`src/rtl/ghostbus_host_arb.sv`:
```
// ---------------------------------------------------------------------------
// ghostbus_host_arb
//
// Two-requester arbiter for a single ghostbus host port. Requests from two
// local masters (for example a UART bridge and a scrub/init sequencer) are
// serialised onto the bus that feeds the decoded register/RAM tree.
// Requesters are granted round robin, only one transaction is in flight at a
// time, reads use a fixed latency, and each requester gets its own
// completion pulse.
//
// Handshake: a requester raises rqN_valid with addr/wdata/we and holds all
// four stable until rqN_ack. rqN_ack is a single-cycle pulse. The requester
// must drop or change its request at the clock edge that ends the ack cycle,
// because a valid seen in IDLE on the following cycle is a new request.
//
// Optional feature (macro GHOSTBUS_ARB_LOCK_EN):
//   When defined, the inputs rq0_lock/rq1_lock exist. If the grantee has
//   lock high in its ACK cycle, the grant is held: IDLE considers only that
//   requester until it completes a transaction with lock low. After that,
//   round robin resumes. When undefined, the lock ports do not exist and
//   round robin applies to every transaction.
//
// Parameters:
//   AW      address width
//   DW      data width
//   RD_LAT  cycles from the gb_re cycle to valid gb_din (legal 1..15)
//
// Ports:
//   clk, rst_n              clock (rising edge); asynchronous active-low reset
//   rqN_valid/addr/wdata/we request from requester N (N = 0, 1)
//   rqN_lock                grant-hold request (only with GHOSTBUS_ARB_LOCK_EN)
//   rqN_ack                 one-cycle completion pulse for requester N
//   rqN_rdata               last read data captured for requester N
//   gb_addr, gb_dout        registered bus address and write data
//   gb_we, gb_re            one-cycle bus write and read strobes
//   gb_din                  bus read data, valid RD_LAT cycles after gb_re
//   dbg_state               current FSM state (IDLE=0 ISSUE=1 WAIT=2 ACK=3)
// ---------------------------------------------------------------------------
module ghostbus_host_arb #(
    parameter int AW     = 24,
    parameter int DW     = 32,
    parameter int RD_LAT = 2
) (
    input  logic          clk,
    input  logic          rst_n,

    input  logic          rq0_valid,
    input  logic [AW-1:0] rq0_addr,
    input  logic [DW-1:0] rq0_wdata,
    input  logic          rq0_we,
    output logic          rq0_ack,
    output logic [DW-1:0] rq0_rdata,

    input  logic          rq1_valid,
    input  logic [AW-1:0] rq1_addr,
    input  logic [DW-1:0] rq1_wdata,
    input  logic          rq1_we,
    output logic          rq1_ack,
    output logic [DW-1:0] rq1_rdata,

`ifdef GHOSTBUS_ARB_LOCK_EN
    input  logic          rq0_lock,
    input  logic          rq1_lock,
`endif

    output logic [AW-1:0] gb_addr,
    output logic [DW-1:0] gb_dout,
    output logic          gb_we,
    output logic          gb_re,
    input  logic [DW-1:0] gb_din,

    output logic [1:0]    dbg_state
);

    typedef enum logic [1:0] {
        S_IDLE  = 2'd0,
        S_ISSUE = 2'd1,
        S_WAIT  = 2'd2,
        S_ACK   = 2'd3
    } state_t;

    // The counter is loaded in ISSUE and reaches zero in the cycle in which
    // gb_din is valid, i.e. RD_LAT cycles after the strobe cycle.
    localparam logic [3:0] LAT_M1 = 4'(RD_LAT - 1);

    state_t      state;
    state_t      state_d;

    logic        grant;       // requester owning the current transaction
    logic        last_grant;  // requester granted most recently
    logic        op_we;       // latched direction of the current transaction
    logic [3:0]  cnt;         // read latency countdown

    logic        cand0;
    logic        cand1;
    logic        sel;
    logic        do_grant;

`ifdef GHOSTBUS_ARB_LOCK_EN
    logic        locked;      // grant held for the requester in 'grant'
`endif

    // -----------------------------------------------------------------------
    // State register
    // -----------------------------------------------------------------------
    always_ff @(posedge clk or negedge rst_n) begin
        if (!rst_n) begin
            state <= S_IDLE;
        end else begin
            state <= state_d;
        end
    end

    // -----------------------------------------------------------------------
    // Next state and grant selection
    // -----------------------------------------------------------------------
    always_comb begin
        state_d  = state;
        do_grant = 1'b0;
        cand0    = rq0_valid;
        cand1    = rq1_valid;

`ifdef GHOSTBUS_ARB_LOCK_EN
        // While locked, the other requester is invisible to the arbiter.
        if (locked) begin
            cand0 = rq0_valid && !grant;
            cand1 = rq1_valid &&  grant;
        end
`endif

        // Tie goes to the requester not granted last; otherwise whoever asks.
        if (cand0 && cand1) begin
            sel = ~last_grant;
        end else begin
            sel = cand1;
        end

        case (state)
            S_IDLE: begin
                if (cand0 || cand1) begin
                    do_grant = 1'b1;
                    state_d  = S_ISSUE;
                end
            end
            S_ISSUE: begin
                state_d = op_we ? S_ACK : S_WAIT;
            end
            S_WAIT: begin
                if (cnt == 4'd0) begin
                    state_d = S_ACK;
                end
            end
            S_ACK: begin
                state_d = S_IDLE;
            end
            default: begin
                state_d = S_IDLE;
            end
        endcase
    end

    // -----------------------------------------------------------------------
    // Datapath: grant bookkeeping, bus drive, read capture
    // -----------------------------------------------------------------------
    always_ff @(posedge clk or negedge rst_n) begin
        if (!rst_n) begin
            grant      <= 1'b0;
            last_grant <= 1'b1;   // requester 0 wins the first tie
            op_we      <= 1'b0;
            cnt        <= 4'd0;
            gb_addr    <= '0;
            gb_dout    <= '0;
            gb_we      <= 1'b0;
            gb_re      <= 1'b0;
            rq0_rdata  <= '0;
            rq1_rdata  <= '0;
`ifdef GHOSTBUS_ARB_LOCK_EN
            locked     <= 1'b0;
`endif
        end else begin
            // Strobes are high only in the ISSUE cycle.
            gb_we <= 1'b0;
            gb_re <= 1'b0;

            if (do_grant) begin
                grant      <= sel;
                last_grant <= sel;
                if (sel) begin
                    op_we   <= rq1_we;
                    gb_addr <= rq1_addr;
                    gb_dout <= rq1_wdata;
                    gb_we   <= rq1_we;
                    gb_re   <= ~rq1_we;
                end else begin
                    op_we   <= rq0_we;
                    gb_addr <= rq0_addr;
                    gb_dout <= rq0_wdata;
                    gb_we   <= rq0_we;
                    gb_re   <= ~rq0_we;
                end
            end

            case (state)
                S_ISSUE: begin
                    // Loaded on writes as well; the value is unused there.
                    cnt <= LAT_M1;
                end
                S_WAIT: begin
                    if (cnt == 4'd0) begin
                        if (grant) begin
                            rq1_rdata <= gb_din;
                        end else begin
                            rq0_rdata <= gb_din;
                        end
                    end else begin
                        cnt <= cnt - 4'd1;
                    end
                end
`ifdef GHOSTBUS_ARB_LOCK_EN
                S_ACK: begin
                    // The grantee's lock in its ACK cycle decides whether
                    // the grant is held for the next transaction.
                    locked <= grant ? rq1_lock : rq0_lock;
                end
`endif
                default: begin
                end
            endcase
        end
    end

    // -----------------------------------------------------------------------
    // Outputs decoded from state
    // -----------------------------------------------------------------------
    assign rq0_ack   = (state == S_ACK) && !grant;
    assign rq1_ack   = (state == S_ACK) &&  grant;
    assign dbg_state = state;

endmodule

```
`config.mk`:
```
export PLATFORM = sky130hd
export DESIGN_NAME = ghostbus_host_arb
export DESIGN_NICKNAME = d
export VERILOG_FILES = /design/src/rtl/ghostbus_host_arb.sv
export SDC_FILE = /design/constraint.sdc
export NUM_CORES = 1
export LEC_CHECK = 0
export ABC_AREA = 1
export CORE_ASPECT_RATIO = 0.9
export CORE_MARGIN = 3
export CORE_UTILIZATION = 40
export CTS_CLUSTER_SIZE = 8
export DETAILED_ROUTE_END_ITERATION = 7
export PLACE_DENSITY = 0.77
export SLEW_MARGIN = 10
export SYNTH_ARGS = -nofsm -noshare
export SYNTH_HDL_FRONTEND = slang
export SYNTH_SLANG_ARGS = --single-unit
```
`constraint.sdc`:
```
create_clock -name clk -period 3.3 [get_ports clk]
set_input_delay 0.495 -clock clk [delete_from_list [all_inputs] [get_ports clk]]
set_output_delay 0.495 -clock clk [all_outputs]
set_load 0.01 [all_outputs]
```
## Yosys cells after proc, flatten, opt, wreduce, memory -nomap -nowiden

Cells that the tools add are included.

| storage, ports and cells | value |
|---|---|
| input port bits | 150 |
| logic and storage cells | 49 |
| output and inout port bits | 126 |
| register bits | 131 |

| cells by class | value |
|---|---|
| muxes and demuxes | 15 |
| bitwise logic cells | 4 |
| eq/ne operators | 6 |
| reductions and logical operators | 12 |
| $add $sub $neg | 1 |

Operators with widths:

| operator | count |
|---|---|
| $mux W32 | 1 |
| $mux W24 | 1 |
| $mux W1 | 8 |
| $pmux W2 S4 | 1 |
| $pmux W4 S2 | 1 |
| $ne A2 B2 Y1 const B | 3 |
| $reduce_and A3 Y1 | 2 |
| $eq A2 B2 Y1 const B | 2 |
| $logic_not A4 Y1 | 1 |
| $mux W2 | 2 |
| $mux W4 | 1 |
| $not A1 Y1 | 4 |
| $reduce_and A2 Y1 | 2 |
| $sub A4 B1 Y4 const B | 1 |
| $logic_and A1 B1 Y1 | 3 |
| $eq A2 B1 Y1 const B | 1 |
| $logic_not A2 Y1 | 1 |
| $reduce_bool A2 Y1 | 1 |
| $logic_not A1 Y1 | 1 |
| $logic_or A1 B1 Y1 | 1 |

## Logic depth before layout (Yosys ltp)

Gate-level depths: netlist of run 1.

| logic depth | value |
|---|---|
| word-level depth | 4 |
| gate-level depth with buffers | 8 |

## Worst setup path before layout of run 1

No wires, ideal clock.

| timing path | value |
|---|---|
| path type | register -> register |
| start point | register state[0], in the netlist dbg_state[0] |
| end point | register gb_addr[3] |
| period minus slack after synthesis | 1.506 ns |
| library setup time | 0.117 ns |
| path slack | 1.794 ns |
| buffers on the path | 2 |
| cell stages (with the launch flop) | 9 |
| arrival | 1.389 ns |
| cell sequence | dfrtp_1 inv_1 ha_1 o21ai_4 inv_2 buf_2 buf_4 nand3_1 nand2_1 |

| between the ends | value |
|---|---|
| longest elaborated chain between the ends | 2 |

RTL lines:

| item | line | text |
|---|---|---|
| start, declared | 86 | `state_t state;` |
| start signal, assigned | 110 | `state <= state_d;` |
| $logic_not A2 Y1 | 138 | `case (state)` |
| $mux W1 | 138 |  |
| end signal, assigned | 190 | `gb_addr <= rq1_addr;` |
| end signal, assigned | 196 | `gb_addr <= rq0_addr;` |
| end, declared | 66 | `output logic [AW-1:0] gb_addr,` |

No other way between the ends.
A chain may end at the register's enable or synchronous reset.

## Final worst setup path of run 1

| timing path | value |
|---|---|
| start point | register state[1], in the netlist dbg_state[1] |
| end point | output rq0_ack |

| between the ends | value |
|---|---|
| longest elaborated chain between the ends | 2 |

RTL lines:

| item | line | text |
|---|---|---|
| $eq A2 B2 Y1 | 235 | `assign rq0_ack = (state == S_ACK) && !grant;` |
| $logic_and A1 B1 Y1 | 235 |  |
| end, declared | 51 | `output logic rq0_ack,` |

No other way between the ends.

==> PnR_summary.wiki, run 1 <==
{| class="wikitable"
! Metric !! Value
|-
| Cts hold-fix bufs || 0
|-
| Die outline area || 16900 µm²
|-
| Slew margin rel. || 54.6%
|-
| Wire length of the first global-routing pass || 29400 µm
|-
| Count of maximum capacitance violations || 0
|-
| Clock tree from TritonCTS || done
|-
| Detailed-route via count || 5970
|-
| GRT met3 Usage || 8.12%
|-
| Most Used Layer, Global Route || met2
|-
| Slew at the pin closest to its max-slew limit || 681 ps
|-
| Count of state elements after synthesis || 131
|-
| Final Slew Violations || 0
|-
| Area fraction of the dominant cell type after synthesis || 52.9%
|-
| First drt pass iteration count || 5
|-
| Post-CTS Resized || 0
|-
| Wire length per cell after detailed routing || 14.7 µm
|-
| Startpoint class of the critical path || register
|-
| Number of fillers in the final layout || 1291
|-
| Residual DRC count || 0
|-
| Worst min-delay path category || primary input to async pin
|-
| Area after detailed placement || 9040 µm²
|-
| Gate Count Post-Synth || 777
|-
| Met2 track utilization from global routing || 35.2%
|-
| GR Layer Usage met1 || 28.3%
|-
| Cell type with the highest aggregate area in the netlist || sky130_fd_sc_hd__dfrtp_1
|-
| Portion of the post-synthesis area used by sequential elements || 53.3%
|-
| Clock Skew || 9.99 ps
|-
| Relative area change from synthesis to final layout || 56.8%
|-
| Standby leakage power || 4.81 nW
|-
| Std-Cell Rows || 42
|-
| Wire length reported by the detailed router || 18400 µm
|-
| Boundary pin count || 276
|-
| Global routing usage summed across all routing layers || 22.2%
|-
| Classification of the worst setup path || register to output port
|-
| Residual overflow from global routing || 0
|-
| Required time reported for the critical path endpoint || 2800 ps
|-
| Setup violations, final || 0
|-
| Via/cell ratio || 4.77
|-
| Vias in the first global route || 5837
|-
| Fin crit period || 2260 ps
|-
| Bufs on Longest Clock Path || 2
|-
| Fin crit share || 68.3%
|-
| CTS Buf Count || 17
|-
| Core footprint || 14900 µm²
|-
| Post-CTS setup repair buffer count || 0
|-
| Average cell area after synthesis || 7.92 µm²
|-
| Maximum fanout along the worst path || 6
|-
| Distinct cell type count after synthesis || 22
|-
| Violation count after the first detailed-routing iteration || 307
|-
| Length in cells of the worst reg-to-reg path || 7
|-
| Final RePlAce weighted congestion || 0.792
|-
| Pre-CTS setup slack || 1140 ps
|-
| Final Power || 0.00880 W
|-
| Share of final-layout standard cells stronger than drive strength 1 || 5.22%
|-
| Total number of nets in the final design || 1196
|-
| Synth Net Count || 933
|-
| Kind of end point of the critical path || output port
|-
| Fin. Hold Viols || 0
|-
| Number of clock sinks seen by CTS || 131
|-
| Pin count of the biggest net entering global routing || 64
|-
| Final setup slack of the worst path || 1040 ps
|-
| Number of synthesis warnings || 0
|-
| Power density normalized to cell area || 913 nW/µm²
|-
| Post-route design area || 9640 µm²
|-
| Root buffer selected by CTS || sky130_fd_sc_hd__clkbuf_16
|-
| Critical path data arrival time || 1760 ps
|-
| Most common cell after layout, fill and taps aside || sky130_fd_sc_hd__nand2_1
|-
| Count of buffers inserted at the top-level ports || 275
|-
| Initial antenna violation count || 0
|-
| Sum of net half-perimeters after detailed placement || 13000 µm
|-
| Run status || finished, final reports clean
|-
| Unrepaired setup endpoints after global routing || no
|-
| Post-detailed-route count of antenna-violating nets || 0
|-
| Dominant cells by area after synthesis || sky130_fd_sc_hd__dfrtp_1 (53%), sky130_fd_sc_hd__nand2_1 (24%), sky130_fd_sc_hd__nand3b_1 (6.8%), sky130_fd_sc_hd__nand3_1 (5.2%), sky130_fd_sc_hd__inv_1 (4.2%)
|-
| Horizontal die dimension || 137 µm
|-
| H-tree lvl count || 4
|-
| Most frequent cells in the layout || sky130_fd_sc_hd__nand2_1 (388), sky130_fd_sc_hd__clkdlybuf4s50_1 (273), sky130_fd_sc_hd__dfrtp_1 (130)
|-
| Cell Area, Synth || 6150 µm²
|-
| Die Ht || 124 µm
|-
| Highest clock frequency the design can meet || 0.443 GHz
|-
| Skew-Pair Late Insertion Delay || 410 ps
|-
| Register clock-pin slew on the reported worst setup and hold paths || 50 ps
|-
| Setup TNS after final layout || 0 ps
|-
| Final core occ || 64.8%
|-
| Maximum VDD drop || 0.408 mV
|-
| Number of antenna repair diodes || 0
|-
| Initial Util || 41.4%
|}
[Yosys cell counts]
| cell type | number |
|---|---|
| sky130_fd_sc_hd__a21oi_1 | 1 |
| sky130_fd_sc_hd__buf_1 | 3 |
| sky130_fd_sc_hd__buf_2 | 12 |
| sky130_fd_sc_hd__buf_4 | 10 |
| sky130_fd_sc_hd__buf_6 | 1 |
| sky130_fd_sc_hd__clkbuf_1 | 17 |
| sky130_fd_sc_hd__dfrtp_1 | 130 |
| sky130_fd_sc_hd__dfstp_2 | 1 |
| sky130_fd_sc_hd__ha_1 | 6 |
| sky130_fd_sc_hd__inv_1 | 69 |
| sky130_fd_sc_hd__inv_2 | 1 |
| sky130_fd_sc_hd__nand2_1 | 390 |
| sky130_fd_sc_hd__nand3_1 | 64 |
| sky130_fd_sc_hd__nand3_2 | 1 |
| sky130_fd_sc_hd__nand3b_1 | 56 |
| sky130_fd_sc_hd__nand4_1 | 2 |
| sky130_fd_sc_hd__nor2_1 | 4 |
| sky130_fd_sc_hd__nor2_2 | 3 |
| sky130_fd_sc_hd__o21ai_0 | 3 |
| sky130_fd_sc_hd__o21ai_4 | 1 |
| sky130_fd_sc_hd__or2_2 | 1 |
| sky130_fd_sc_hd__xor2_1 | 1 |
[worst max-delay path: stages, from the launching register on]
cell	delay, ps
sky130_fd_sc_hd__dfrtp_1	440
sky130_fd_sc_hd__ha_1	210
sky130_fd_sc_hd__inv_1	50
sky130_fd_sc_hd__nor2_1	70
sky130_fd_sc_hd__clkdlybuf4s50_1	570
[layer usage]
metal / up-vias / wire (µm)
met3: 24 / 2060
met4: 0 / 332
met5: - / 0
li1: 2909 / -
met1: 2781 / 7470
met2: 256 / 8530
[flip-flops by register name, summed over array words and instances (netlist names)]
register / flops
rq1_rdata: 32
gb_addr: 24
gb_we: 1
cnt: 4
grant: 1
op_we: 1
gb_re: 1
gb_dout: 32
dbg_state: 2
rq0_rdata: 32
last_grant: 1
[report_power, final]
group | internal (W) | total [W] | switching [W] | leakage (nW)
combinational | 0.00205 | 0.00399 | 0.00194 | 2.93
sequential | 0.00243 | 0.00291 | 0.000483 | 1.58
clock | 0.00121 | 0.00190 | 0.000696 | 0.289
total | 0.00568 | 0.00880 | 0.00312 | 4.81
[area by class of cell]
type                    instances  area (µm²)  share of cell area, %
well taps                     198         248                   2.57
clock inverters                13         159                   1.65
clock buffers                  19         443                   4.59
flip-flops and latches        131        3280                   34.0
multi-input cells             533        2390                   24.8
repair buffers                287        2860                   29.7
inverters                      70         263                   2.72
[path summary, 6_finish.rpt]
path | startpoint | endpoint | slack [ps]
max | dbg_state[1] | rq0_ack | 1040
min reg2reg | rq1_rdata[12] | rq1_rdata[12] | 470
min in group clk | rq1_valid | last_grant | 470
max reg2reg | dbg_state[0] | gb_addr[2] | 1390
max in group asynchronous | rst_n | rq1_rdata[21] | 2420
min | rst_n | gb_addr[15] | 120
[cells by family after synthesis]
kind of cell,after synthesis,synth area share [%]
and+or+nand+nor,521,36.9
xor gates and xnor gates,1,0.142
buffers and inverters,113,7.87
AOI/OAI and AO/OA,5,0.590
DFF,131,53.3
adders and majority gates,6,1.22
[stage by stage]
| stage | instances | hold WS [ps] |
|---|---|---|
| detailed placement | 1219 | 464 |
| finish | 1251 | 119 |
| CTS | 1251 | 145 |
| global route | 1251 | 176 |
| floorplan | 777 | 199 |
| global placement | 1219 | 461 |
No activity file was read; power rests on OpenSTA's default activity.
==> run 2: changes to the inputs <==
- clock period: 3.3 -> 2.3 ns (I/O delays scaled with it)
==> PnR_summary.wiki, run 2 (synthesis gave the netlist of run 1 again) <==
{| class="wikitable"
! Metric !! Value
|-
| Number of antenna repair diodes || 0 (unchanged)
|-
| Share of final-layout standard cells stronger than drive strength 1 || 5.50% (was 5.22%)
|-
| Setup TNS after final layout || 0 ps (unchanged)
|-
| Standby leakage power || 4.83 nW (was 4.81 nW)
|-
| Count of maximum capacitance violations || 0 (unchanged)
|-
| Root buffer selected by CTS || sky130_fd_sc_hd__clkbuf_16 (unchanged)
|-
| Required time reported for the critical path endpoint || 1960 ps (was 2800 ps)
|-
| Number of clock sinks seen by CTS || 131 (unchanged)
|-
| Length in cells of the worst reg-to-reg path || 7 (unchanged)
|-
| Most frequent cells in the layout || sky130_fd_sc_hd__nand2_1 (388), sky130_fd_sc_hd__clkdlybuf4s50_1 (273), sky130_fd_sc_hd__dfrtp_1 (130) (unchanged)
|-
| Startpoint class of the critical path || register (unchanged)
|-
| Slew margin rel. || 51.9% (was 54.6%)
|-
| Worst min-delay path category || primary input to async pin (unchanged)
|-
| Die outline area || 16900 µm² (unchanged)
|-
| Kind of end point of the critical path || output port (unchanged)
|-
| Worst reg-to-reg setup slack || 540 ps (was 1390 ps)
|-
| CTS Buf Count || 17 (unchanged)
|-
| Classification of the worst setup path || register to output port (unchanged)
|-
| Critical-path cell with the highest stage delay || sky130_fd_sc_hd__clkdlybuf4s50_1 (unchanged)
|-
| Post-CTS setup repair buffer count || 0 (unchanged)
|-
| Std-Cell Rows || 42 (unchanged)
|-
| Die Ht || 124 µm (unchanged)
|-
| Relative contribution of combinational cells to total power || 45.6% (was 45.3%)
|-
| Power Internal || 0.00809 W (was 0.00568 W)
|-
| Cell Chain, Critical Path || ha_1 -> inv_1 -> nor2_1 -> clkdlybuf4s50_1 (unchanged)
|-
| Fin crit share || 93.0%
|-
| Pre-CTS setup slack || 381 ps (was 1140 ps)
|-
| Final RePlAce weighted congestion || 0.769 (was 0.792)
|-
| Switching fraction of total power || 36.2% (was 35.4%)
|-
| Final setup slack of the worst path || 162 ps (was 1040 ps)
|-
| Switching power || 0.00459 W (was 0.00312 W)
|-
| Wire length of the first global-routing pass || 28900 µm (was 29400 µm)
|-
| Critical R2R Capture || rq1_rdata[0] (was gb_addr[2])
|-
| Sum of net half-perimeters after detailed placement || 12900 µm (was 13000 µm)
|-
| Post-detailed-route count of antenna-violating nets || 0 (unchanged)
|-
| Run status || finished, final reports clean (unchanged)
|-
| Power density normalized to cell area || 1310 nW/µm² (was 913 nW/µm²)
|-
| Final Power || 0.0127 W (was 0.00880 W)
|-
| Clock tree from TritonCTS || done (unchanged)
|-
| Residual overflow from global routing || 0 (unchanged)
|-
| Number of placed instances with taps included || 1221 (was 1219)
|-
| Via/cell ratio || 4.72 (was 4.77)
|-
| Total met2 wirelength after detailed routing || 8750 µm (was 8530 µm)
|-
| Sequential group share of total power || 32.9% (was 33.1%)
|-
| Slew at the pin closest to its max-slew limit || 721 ps (was 681 ps)
|-
| Cts hold-fix bufs || 0 (unchanged)
|-
| Registers with the highest flip-flop counts || gb_dout: 32 flops, rq0_rdata: 32 flops, rq1_rdata: 32 flops (unchanged)
|-
| Maximum VDD drop || 0.741 mV (was 0.408 mV)
|-
| Fin. Hold Viols || 0 (unchanged)
|-
| Highest clock frequency the design can meet || 0.468 GHz
|-
| Violation count after the first detailed-routing iteration || 301 (was 307)
|-
| Global routing usage summed across all routing layers || 21.9% (was 22.2%)
|-
| Largest stage delay on the critical path || 580 ps (was 570 ps)
|-
| Wire length reported by the detailed router || 18700 µm (was 18400 µm)
|-
| Unrepaired setup endpoints after global routing || no (unchanged)
|-
| Met3 wire length || 2100 µm (was 2060 µm)
|-
| Initial antenna violation count || 0 (unchanged)
|-
| H-tree lvl count || 4 (unchanged)
|-
| Clock share of power || 21.4% (was 21.6%)
|-
| Vias in the first global route || 5658 (was 5837)
|-
| Pin count of the biggest net entering global routing || 132 (was 64)
|-
| Horizontal die dimension || 137 µm (unchanged)
|-
| Post-CTS Resized || 0 (unchanged)
|-
| First drt pass iteration count || 4 (was 5)
|-
| Count of buffers inserted at the top-level ports || 275 (unchanged)
|-
| Maximum fanout along the worst path || 6 (unchanged)
|-
| Boundary pin count || 276 (unchanged)
|-
| Most common cell after layout, fill and taps aside || sky130_fd_sc_hd__nand2_1 (unchanged)
|-
| Wire length per cell after detailed routing || 14.9 µm (was 14.7 µm)
|-
| Wire length on met1 || 7500 µm (was 7470 µm)
|-
| Area after detailed placement || 9080 µm² (was 9040 µm²)
|-
| Core footprint || 14900 µm² (unchanged)
|-
| Initial Util || 41.4% (unchanged)
|-
| Fin crit period || 2140 ps
|-
| Residual DRC count || 0 (unchanged)
|-
| Relative area change from synthesis to final layout || 57.3% (was 56.8%)
|-
| Detailed-route via count || 5910 (was 5970)
|-
| Total number of nets in the final design || 1198 (was 1196)
|-
| Post-route design area || 9680 µm² (was 9640 µm²)
|-
| Final Slew Violations || 0 (unchanged)
|-
| Setup violations, final || 0 (unchanged)
|-
| Critical path data arrival time || 1790 ps (was 1760 ps)
|-
| Launch instance of the worst register-to-register path || dbg_state[0] (unchanged)
|-
| Uppermost signal routing layer after detailed routing || met4 (unchanged)
|-
| Clock Skew || 9.35 ps (was 9.99 ps)
|-
| Skew-Pair Late Insertion Delay || 420 ps (was 410 ps)
|-
| Bufs on Longest Clock Path || 2 (unchanged)
|-
| Count of non-filler cells in the finished layout || 1253 (was 1251)
|-
| Register clock-pin slew on the reported worst setup and hold paths || 60 ps (was 50 ps)
|}
-- run 2: cell types whose count changed in the layout (fill, tap and decap cells not counted) --
cell / delta
sky130_fd_sc_hd__buf_12: +2
sky130_fd_sc_hd__bufinv_16: -1
sky130_fd_sc_hd__clkbuf_1: -1
sky130_fd_sc_hd__clkbuf_8: -1
sky130_fd_sc_hd__clkinv_2: -2
sky130_fd_sc_hd__clkinvlp_4: -2
sky130_fd_sc_hd__inv_6: +6
sky130_fd_sc_hd__inv_8: +1
-- run 2: power by group through the flow --
| stage | Clock [W] | Combinational, W | Sequential [W] |
|---|---|---|---|
| final | 0.00271 | 0.00579 | 0.00418 |
| after CTS | 0.00277 | 0.00587 | 0.00418 |
| after global routing | 0.00288 | 0.00638 | 0.00431 |
| after floorplan | 0 | 0.00212 | 0.00464 |
| after detailed placement | 0 | 0.00583 | 0.00418 |
| after global placement | 0 | 0.00572 | 0.00416 |
-- run 2: layout make-up --
type | count | area [µm²]
clock buffer | 17 | 425
timing repair buffer | 289 | 2900
sequential | 131 | 3280
fill | 1257 | 5200
inverter | 70 | 263
tap | 198 | 248
multi-input combinational | 533 | 2390
clock inverter | 15 | 168
-- run 2: per-stage QoR --
stage,util [%],hold slack [ps]
2_1_floorplan,-,49.4
3_3_place_gp,61.1,461
3_5_place_dp,61.1,464
4_1_cts,65.1,76.4
5_1_grt,65.1,93.5
6_report,65.1,19.5
-- run 2: worst max-delay path: cells and delay by family (launching register included) --
kind / cells / cell delay (ps)
buffers and inverters: 2 / 620
flip-flops: 1 / 450
adder cells (fa/ha/maj): 1 / 220
AND/OR/NAND/NOR: 1 / 90
-- run 2: per-layer routing --
metal  vias to the layer above  GRT usage, %
li1                       2911             -
met1                      2730          26.8
met2                       245          35.2
met4                         0          7.37
met5                         -             0
met3                        24          9.21
-- run 2: how the worst max path moves through the flow --
stage / slack (ps) / start / to / cells after the start
floorplan: 790 / dbg_state[0] / gb_addr[3] / 8
global placement: 420 / rq0_valid / gb_dout[23] / 7
detailed placement: 380 / rq0_valid / gb_dout[5] / 7
CTS: 140 / dbg_state[1] / rq0_ack / 4
global route: 30 / dbg_state[0] / rq0_ack / 4
finish: 160 / dbg_state[1] / rq0_ack / 4
==> run 3: changes to the inputs <==
- CELL_PAD_IN_SITES_DETAIL_PLACEMENT: unset -> 1
- CELL_PAD_IN_SITES_GLOBAL_PLACEMENT: unset -> 1
- CORE_UTILIZATION: 40 -> 29
- PLACE_DENSITY: 0.77 -> unset
- PLACE_DENSITY_LB_ADDON: unset -> 0.1
==> PnR_summary.wiki, run 3 (synthesis gave the netlist of run 1 again) <==
{| class="wikitable"
! Metric !! Value
|-
| Sum of net half-perimeters after detailed placement || 16100 µm (was 12900 µm)
|-
| Number of placed instances with taps included || 1306 (was 1221)
|-
| Kind of end point of the critical path || output port (unchanged)
|-
| Detailed-route via count || 5966 (was 5910)
|-
| Post-CTS setup repair buffer count || 0 (unchanged)
|-
| First drt pass iteration count || 4 (unchanged)
|-
| Via/cell ratio || 4.45 (was 4.72)
|-
| Final RePlAce weighted congestion || 0.760 (was 0.769)
|-
| Most frequent cells in the layout || sky130_fd_sc_hd__nand2_1 (388), sky130_fd_sc_hd__clkdlybuf4s50_1 (273), sky130_fd_sc_hd__dfrtp_1 (130) (unchanged)
|-
| Classification of the worst setup path || register to output port (unchanged)
|-
| Registers with the highest flip-flop counts || gb_dout: 32 flops, rq0_rdata: 32 flops, rq1_rdata: 32 flops (unchanged)
|-
| Switching power || 0.00471 W (was 0.00459 W)
|-
| Wire length per cell after detailed routing || 16.5 µm (was 14.9 µm)
|-
| Highest clock frequency the design can meet || 0.482 GHz (was 0.468 GHz)
|-
| Setup violations, final || 0 (unchanged)
|-
| Standby leakage power || 4.84 nW (was 4.83 nW)
|-
| Power density normalized to cell area || 1300 nW/µm² (was 1310 nW/µm²)
|-
| Switching fraction of total power || 36.7% (was 36.2%)
|-
| Post-route design area || 9820 µm² (was 9680 µm²)
|-
| Slew at the pin closest to its max-slew limit || 568 ps (was 721 ps)
|-
| Worst reg-to-reg setup slack || 520 ps (was 540 ps)
|-
| Fin crit period || 2070 ps (was 2140 ps)
|-
| Bufs on Longest Clock Path || 2 (unchanged)
|-
| Count of non-filler cells in the finished layout || 1340 (was 1253)
|-
| Total number of nets in the final design || 1202 (was 1198)
|-
| Clock tree from TritonCTS || done (unchanged)
|-
| Clock share of power || 21.0% (was 21.4%)
|-
| Unrepaired setup endpoints after global routing || no (unchanged)
|-
| Final core occ || 48.1% (was 65.1%)
|-
| Fin crit share || 90.2% (was 93.0%)
|-
| Horizontal die dimension || 160 µm (was 137 µm)
|-
| Core footprint || 20400 µm² (was 14900 µm²)
|-
| Run status || finished, final reports clean (unchanged)
|-
| Relative area change from synthesis to final layout || 59.6% (was 57.3%)
|-
| Register clock-pin slew on the reported worst setup and hold paths || 60 ps (about the same)
|-
| WHS || 399 ps (was 19.5 ps)
|-
| Skew-Pair Late Insertion Delay || 410 ps (was 420 ps)
|-
| Post-detailed-route count of antenna-violating nets || 0 (unchanged)
|-
| Violation count after the first detailed-routing iteration || 212 (was 301)
|-
| Count of buffers inserted at the top-level ports || 275 (unchanged)
|-
| Final Slew Violations || 0 (unchanged)
|-
| Root buffer selected by CTS || sky130_fd_sc_hd__clkbuf_16 (unchanged)
|-
| Fin. Hold Viols || 0 (unchanged)
|-
| Residual DRC count || 0 (unchanged)
|-
| Startpoint class of the critical path || register (unchanged)
|-
| Std-Cell Rows || 49 (was 42)
|-
| Initial antenna violation count || 1 (was 0)
|-
| Boundary pin count || 276 (unchanged)
|-
| Vias in the first global route || 6323 (was 5658)
|-
| Clock Skew || 9.49 ps (was 9.35 ps)
|-
| Power Internal || 0.00811 W (was 0.00809 W)
|-
| Most common cell after layout, fill and taps aside || sky130_fd_sc_hd__nand2_1 (unchanged)
|-
| Residual overflow from global routing || 0 (unchanged)
|-
| Maximum VDD drop || 0.467 mV (was 0.741 mV)
|-
| Setup TNS after final layout || 0 ps (unchanged)
|-
| Length in cells of the worst reg-to-reg path || 7 (unchanged)
|-
| CTS Buf Count || 17 (unchanged)
|-
| Worst Hold Path Cells || 3
|-
| Wire length reported by the detailed router || 22100 µm (was 18700 µm)
|-
| Area after detailed placement || 9220 µm² (was 9080 µm²)
|-
| Maximum fanout along the worst path || 6 (unchanged)
|-
| Die outline area || 23000 µm² (was 16900 µm²)
|-
| Wire length of the first global-routing pass || 34900 µm (was 28900 µm)
|-
| Pin count of the biggest net entering global routing || 57 (was 132)
|-
| Required time reported for the critical path endpoint || 1960 ps (about the same)
|-
| Sequential group share of total power || 32.6% (was 32.9%)
|-
| H-tree lvl count || 4 (unchanged)
|-
| Worst min-delay path category || primary input to register (was primary input to async pin)
|-
| Relative contribution of combinational cells to total power || 46.4% (was 45.6%)
|-
| Number of clock sinks seen by CTS || 131 (unchanged)
|-
| Slew margin rel. || 62.2% (was 51.9%)
|-
| Global routing usage summed across all routing layers || 19.3% (was 21.9%)
|-
| Count of maximum capacitance violations || 0 (unchanged)
|-
| Share of final-layout standard cells stronger than drive strength 1 || 5.67% (was 5.50%)
|-
| Initial Util || 30.1% (was 41.4%)
|-
| Die Ht || 144 µm (was 124 µm)
|-
| Critical path data arrival time || 1730 ps (was 1790 ps)
|}
==> run 3: critical path, stage by stage, from the launching register on <==
cell                              delay [ps]
sky130_fd_sc_hd__dfrtp_1                 450
sky130_fd_sc_hd__ha_1                    200
sky130_fd_sc_hd__inv_1                    40
sky130_fd_sc_hd__nor2_1                   80
sky130_fd_sc_hd__clkdlybuf4s50_1         560
==> run 3: path summary, 6_finish.rpt <==
| path | from | to |
|---|---|---|
| min in group asynchronous | rst_n | rq1_rdata[21] |
| setup reg to reg | dbg_state[0] | rq1_rdata[11] |
| hold reg to reg | rq1_rdata[31] | rq1_rdata[31] |
| max in group asynchronous | rst_n | last_grant |
| setup / recovery | dbg_state[0] | rq0_ack |
| hold / removal | rq1_valid | last_grant |
==> run 3: power groups by stage <==
stage	Combinational [W]	Clock [W]	Sequential (W)
2_1_floorplan	0.00212	0	0.00464
3_3_place_gp	0.00596	0	0.00417
3_5_place_dp	0.00606	0	0.00419
4_1_cts	0.00610	0.00277	0.00419
5_1_grt	0.00660	0.00288	0.00432
6_report	0.00595	0.00269	0.00417
==> run 3: area by class of cell <==
| cell class | instances | area, µm² |
|---|---|---|
| fillers | 2442 | 10600 |
| clock buffers | 18 | 429 |
| clock inverters | 14 | 154 |
| inverters | 70 | 263 |
| flip-flops and latches | 131 | 3280 |
| multi-input cells | 533 | 2390 |
| well taps | 280 | 350 |
| diodes | 1 | 2.50 |
| repair buffers | 293 | 2950 |
==> run 3: stage by stage <==
| stage | power [W] | setup slack [ps] |
|---|---|---|
| after CTS | 0.0131 | 181 |
| after floorplan | 0.00676 | 794 |
| final | 0.0128 | 226 |
| after global placement | 0.0101 | 494 |
| after global routing | 0.0138 | 97.6 |
| after detailed placement | 0.0103 | 477 |
==> run 3: routing by layer <==
metal | vias up | track usage (%) | share of wire, % | wire, µm
met5 | - | 0 | 0 | 0
met4 | 0 | 7.00 | 2.2 | 487
met3 | 26 | 6.10 | 7.2 | 1590
met1 | 2843 | 23.8 | 44 | 9610
li1 | 2915 | - | - | -
met2 | 182 | 32.1 | 47 | 10400
==> run 3: timing repair <==
action,CTS,global route
gates resized for setup,0,0
hold endpoints to repair,54,0
hold buffers,1,0
